`src/rtl/loader_pkg.sv`:
```
// loader_pkg: shared FSM state type and word-count/width helpers for serial_loader
package loader_pkg;

    typedef enum logic [1:0] {IDLE, LOAD, DONE} state_t;

    function automatic int words(input int n, input int w);
        return (n + w - 1) / w;
    endfunction

    function automatic int addr_w(input int n, input int w);
        return words(n, w) > 1 ? $clog2(words(n, w)) : 1;
    endfunction

    function automatic int cnt_w(input int n);
        return $clog2(n + 1);
    endfunction

endpackage

```
`src/rtl/word_packer.sv`:
```
// word_packer: packs a serial bit stream LSB-first into words and emits a registered write port
module word_packer
    import loader_pkg::*;
#(
    parameter int N      = 784,
    parameter int WORD_W = 16
) (
    input  logic                          clk,
    input  logic                          reset_n,
    input  logic                          clr,
    input  logic                          cap,
    input  logic                          bit_in,
    output logic                          near,
    output logic                          we,
    output logic [addr_w(N, WORD_W)-1:0]  addr,
    output logic [WORD_W-1:0]             wdata
);

    localparam int AW = addr_w(N, WORD_W);
    localparam int CW = cnt_w(N);
    localparam int PW = WORD_W > 1 ? $clog2(WORD_W) : 1;

    logic [CW-1:0]     cnt;
    logic [PW-1:0]     pos;
    logic [AW-1:0]     widx;
    logic [WORD_W-1:0] sh;
    logic [WORD_W-1:0] sh_nxt;
    logic              take;
    logic              full;

    assign take   = cap && (cnt < CW'(N));
    assign sh_nxt = sh | (WORD_W'(bit_in) << pos);
    assign full   = (pos == PW'(WORD_W - 1)) || (cnt == CW'(N - 1));
    assign near   = cnt >= CW'(N - 1);

    // bit counter and shift register; flush the word on its last bit or the stream's last bit
    always_ff @(posedge clk or negedge reset_n) begin
        if (!reset_n) begin
            cnt   <= '0;
            pos   <= '0;
            widx  <= '0;
            sh    <= '0;
            we    <= 1'b0;
            addr  <= '0;
            wdata <= '0;
        end else begin
            we <= 1'b0;
            if (clr) begin
                cnt  <= '0;
                pos  <= '0;
                widx <= '0;
                sh   <= '0;
            end else if (take) begin
                cnt <= cnt + 1'b1;
                if (full) begin
                    pos   <= '0;
                    widx  <= widx + 1'b1;
                    sh    <= '0;
                    we    <= 1'b1;
                    addr  <= widx;
                    wdata <= sh_nxt;
                end else begin
                    pos <= pos + 1'b1;
                    sh  <= sh_nxt;
                end
            end
        end
    end

endmodule

```
`src/rtl/serial_loader.sv`:
```
// serial_loader: frames one pixel/weight load per start and deserializes both streams into buffer words
module serial_loader
    import loader_pkg::*;
#(
    parameter int NUM_PIX = 784,
    parameter int NUM_WGT = 7840,
    parameter int WORD_W  = 16
) (
    input  logic                                clk,
    input  logic                                reset_n,
    input  logic                                start,
    input  logic                                sync_p,
    input  logic                                sync_w,
    input  logic                                sync_strobe,
    output logic                                pix_we,
    output logic [addr_w(NUM_PIX, WORD_W)-1:0]  pix_addr,
    output logic [WORD_W-1:0]                   pix_wdata,
    output logic                                wgt_we,
    output logic [addr_w(NUM_WGT, WORD_W)-1:0]  wgt_addr,
    output logic [WORD_W-1:0]                   wgt_wdata,
    output logic                                busy,
    output logic                                done
);

    state_t state;
    state_t nxt;
    logic   strobe_q;
    logic   strobe_edge;
    logic   clr;
    logic   cap;
    logic   pix_near;
    logic   wgt_near;

    assign strobe_edge = sync_strobe & ~strobe_q;
    assign clr         = (state == IDLE) && start;
    assign cap         = (state == LOAD) && strobe_edge;

    // state register and strobe history, both free-running
    always_ff @(posedge clk or negedge reset_n) begin
        if (!reset_n) begin
            state    <= IDLE;
            strobe_q <= 1'b0;
        end else begin
            state    <= nxt;
            strobe_q <= sync_strobe;
        end
    end

    // leave LOAD on the edge that captures the last bit of the longer stream
    always_comb begin
        nxt  = state;
        busy = state == LOAD;
        done = state == DONE;
        if (state == IDLE && start)
            nxt = LOAD;
        else if (state == LOAD && strobe_edge && pix_near && wgt_near)
            nxt = DONE;
        else if (state == DONE)
            nxt = IDLE;
    end

    word_packer #(.N(NUM_PIX), .WORD_W(WORD_W)) u_pix (
        .clk(clk), .reset_n(reset_n), .clr(clr), .cap(cap), .bit_in(sync_p),
        .near(pix_near), .we(pix_we), .addr(pix_addr), .wdata(pix_wdata)
    );

    word_packer #(.N(NUM_WGT), .WORD_W(WORD_W)) u_wgt (
        .clk(clk), .reset_n(reset_n), .clr(clr), .cap(cap), .bit_in(sync_w),
        .near(wgt_near), .we(wgt_we), .addr(wgt_addr), .wdata(wgt_wdata)
    );

endmodule

```
`config.mk`:
```
export PLATFORM = sky130hd
export DESIGN_NAME = serial_loader
export DESIGN_NICKNAME = d
export VERILOG_FILES = /design/src/rtl/loader_pkg.sv /design/src/rtl/word_packer.sv /design/src/rtl/serial_loader.sv
export SDC_FILE = /design/constraint.sdc
export NUM_CORES = 1
export LEC_CHECK = 0
export ABC_AREA = 1
export BUFFER_PORTS_ARGS = -buffer_cell sky130_fd_sc_hd__buf_2
export CORE_UTILIZATION = 45
export CTS_BUF_LIST = sky130_fd_sc_hd__clkbuf_8 sky130_fd_sc_hd__clkbuf_16
export DETAILED_ROUTE_END_ITERATION = 10
export PLACE_DENSITY = 0.74
export SYNTH_ARGS = -nofsm -noshare
export SYNTH_HDL_FRONTEND = slang
export SYNTH_SLANG_ARGS = --single-unit
```
`constraint.sdc`:
```
create_clock -name clk -period 2 [get_ports clk]
set_input_delay 0.4 -clock clk [delete_from_list [all_inputs] [get_ports clk]]
set_output_delay 0.4 -clock clk [all_outputs]
set_load 0.02 [all_outputs]
```
==> summary.md <==
| Metric | Value |
|---|---|
| Via count | roughly 5500 |
| Sequential area share after synthesis | approximately 50% |
| Overall routing resource usage | 19.9% |
| Setup violators final | 0 |
| Synth top area share | 49.0% |
| Power, Total | 7680 uW |
| Starting density of the core | 45.8% |
| CP peak stage delay | approximately 0.40 ns |
| Clock Sinks | 130 |
| Layout area overhead | 15.7% |
| Final #Nets | 909 |
| Synth Flop Type | dfrtp_1 |
| R2r setup slk | around 0.19 ns |
| Routability cong. | 0.885 |
| Area of the die | 15200 sq um |
| Final Skew | 0.0116 ns |
| Clk_lat worst skew | 0.42 ns |
| Die X | 123 um |
| CTS root buffer | clkbuf_16 |
| Net Count, Synth | ~850 |
| Worst hold path type | primary input to register |
| # fillers | 1355 |
| Synth Area in XOR/XNOR | 1.45% |
| Syn. warnings | 0 |
| Final period util | 90.7% |
| Reg-to-Reg Start | u_wgt.cnt[0] |
| R2R depth | 9 |
| Post-synth top area cell | dfrtp_1 |
| First-iteration detailed-routing DRC count | 465 |
| Grt ovf | 0 |
| FFs w/ async S/R, synth | 100% |
| Die height | 123 um |
| DRT antenna net count | 0 |
| Crit Path Class | register to register |
| Post-synthesis adder-cell area fraction | under 10% |
| Synth top cells by count | 290 x nand2_1, 130 x dfrtp_1, 85 x inv_1 |
| Hpwl dp | 9410 um |
| Power Density | between 900 and 1000 nW/um^2 |
| Worst setup SP type | register |
| Wire per inst | 12.5 um |
| Largest family of logic cells by synthesized area | simple AND/OR/NAND/NOR gates |
| Clock transition at path regs | 0.06 ns |
| Initial antenna violation count | 0 |
| First-pass GRT wire length | 23500 um |
| WP data required | roughly 2.3 ns |
| CTS tree | done |
| Slew Limit Headroom | around 64% |
| WP data arrival | 2.13 ns |
| Synth Register Bits | 130 |
| Share of cells above drive strength 1 | 16.5% |
| Outcome | completed |
| Largest net degree at the start of global routing | 40 |
| Vias in the first global route | 5086 |
| Slew @ Worst Pin | 0.538 ns |
| Inserted Diodes | 0 |
| Number of max-slew violations in the final report | 0 |
| Top Ports | 57 |
| Setup bufs post-CTS | 0 |
| Vias/cell | ~5 |
| Final min period | 1.81 ns |
| Worst setup path start | u_wgt.cnt[0] |
| Max stage delay cell, worst path | dfrtp_1 |
| Hold path start | sync_strobe |
| Avg Cell Area, Syn | roughly 7.9 sq um |
| Clock Tree Buf Depth | 2 |
| Most numerous cell in the Yosys netlist | nand2_1 |
| Number of synthesized flops with an enable pin | 0 |
| Gate Count Post-Synth | approximately 840 |
| LEAKAGE | 0.00415 uW |
| Worst-path cell chain | ha_1 -> nand2_1 -> nor2_2 -> nand3_4 -> nand2_4 -> buf_4 -> nand3_1 -> nand2_1 -> inv_1 |
| Max Clk Rate | 551 MHz |
| Cell variety after synth | 39 |
| CTS Buf Count | 17 |
| DR DRC count | 0 |
| Setup TNS | 0 ns |
| Hold-critical path depth | 1 |
| Setup repair after global routing missed its margin | false |
| Crit. End Element | register |
| Worst VDD drop | 0.000581 V |
| Mux cell area share after synthesis | 0% |
| H-tree level count | 4 |
| Max cap viols | 0 |
| Core ar. | 14500 sq um |
| Top cells by area, synth | dfrtp_1 49%, nand2_1 16%, inv_1 4.8% |
| DRT Wirelength | 13700 um |
| Synthesized-area fraction occupied by and/or/nand/nor cells | about a third |
| 1st-pass router iterations | 5 |
| Synthesized cell area | 6640 sq um |
| Final Hold Fails | 0 |
| IO buf count | 56 |
| Max Fanout on Critical Path | 19 |
| CP most frequent cell | nand2_1 |
| Num rows | 44 |
| Compound-gate portion of the synthesized area | 7.84% |
==> where the power goes <==
group,switching (uW),leakage [uW],internal [uW]
Combinational,862,0.00210,454
Clock,1180,0.000289,1930
Sequential,324,0.00177,2930
==> per-stage QoR <==
stage	cell area [sq um]	utilization (%)	hold WS, ns	setup slack, ns	std cells
2_1_floorplan	6640	-	0.104	0.482	837
3_3_place_gp	7070	48.9	0.417	0.260	1061
3_5_place_dp	7070	48.9	0.413	0.228	1061
4_1_cts	7680	53.0	0.0859	0.176	1094
5_1_grt	7680	53.0	0.0917	0.0316	1094
6_report	7680	53.0	0.106	0.186	1094
==> worst paths after layout <==
kind	to
max	u_wgt.addr[0]
min	strobe_q
max reg2reg	u_wgt.addr[0]
min reg2reg	u_wgt.wdata[9]
max in group asynchronous	u_pix.sh[14]
min in group asynchronous	u_wgt.wdata[8]
==> worst max-delay path: cells and delay by family, from the launching register on <==
| kind | cells | cell delay [ns] |
|---|---|---|
| adder cells (fa/ha/maj) | 1 | 0.26 |
| buffers and inverters | 2 | 0.29 |
| flip-flops | 1 | 0.40 |
| AND/OR/NAND/NOR | 6 | 0.76 |
==> what timing repair did <==
item / 4_1_cts / 5_1_grt
setup endpoints to repair: 0 / 0
hold endpoints to repair: 36 / 0
gates resized for setup: 0 / 0
hold buffers: 1 / 0
==> cells in the final DEF (no fill, tap or decap), types with 4 or more instances in the layout <==
| cell | count |
|---|---|
| o21ai_0 | 35 |
| o21ai_1 | 8 |
| xor2_1 | 8 |
| dfrtp_1 | 130 |
| buf_12 | 5 |
| o21ai_2 | 16 |
| nor3_1 | 5 |
| nand2_4 | 4 |
| inv_1 | 85 |
| o21bai_1 | 9 |
| buf_2 | 55 |
| buf_4 | 9 |
| clkinv_2 | 5 |
| nand2_2 | 10 |
| inv_2 | 5 |
| nand3_1 | 56 |
| a31oi_1 | 4 |
| ha_1 | 6 |
| nand4_1 | 30 |
| clkbuf_16 | 17 |
| nor2_1 | 83 |
| nand2_1 | 290 |
==> sequential cells by signal (all words and copies together) (netlist names) <==
signal and flops:
u_pix.sh 16, u_pix.wdata 16, u_wgt.sh 16, u_wgt.wdata 16, u_wgt.cnt 13, u_pix.cnt 10
u_wgt.addr 9, u_wgt.widx 9, u_pix.addr 6, u_pix.widx 6, u_pix.pos 4, u_wgt.pos 4
state 2, strobe_q 1, u_pix.we 1, u_wgt.we 1
==> metal layers <==
layer / GRT usage [%] / up-vias / wire length, um
met3: 5.86 / 14 / 510
met4: 6.78 / 0 / 138
li1: - / 2769 / -
met1: 25.5 / 2568 / 6720
met5: 0 / - / 0
met2: 32.1 / 113 / 6360
==> logic make-up (layout without fill, tap and decap cells) <==
family / Yosys count / count (layout)
buf+inv: 122 / 195
fa+ha+maj: 6 / 6
flops: 130 / 130
xor+xnor: 11 / 11
simple gates: 487 / 487
compound gates: 81 / 81
==> final cells by class <==
| class | instances | area (sq um) | area share [%] |
|---|---|---|---|
| clock buffers | 20 | 467 | 6.08 |
| multi-input cells | 585 | 2790 | 36.4 |
| repair buffers | 70 | 453 | 5.90 |
| clock inverters | 12 | 129 | 1.68 |
| flip-flops and latches | 130 | 3250 | 42.4 |
| well taps | 184 | 230 | 3.00 |
| inverters | 93 | 355 | 4.63 |
Power figures use the tool's default switching activity.
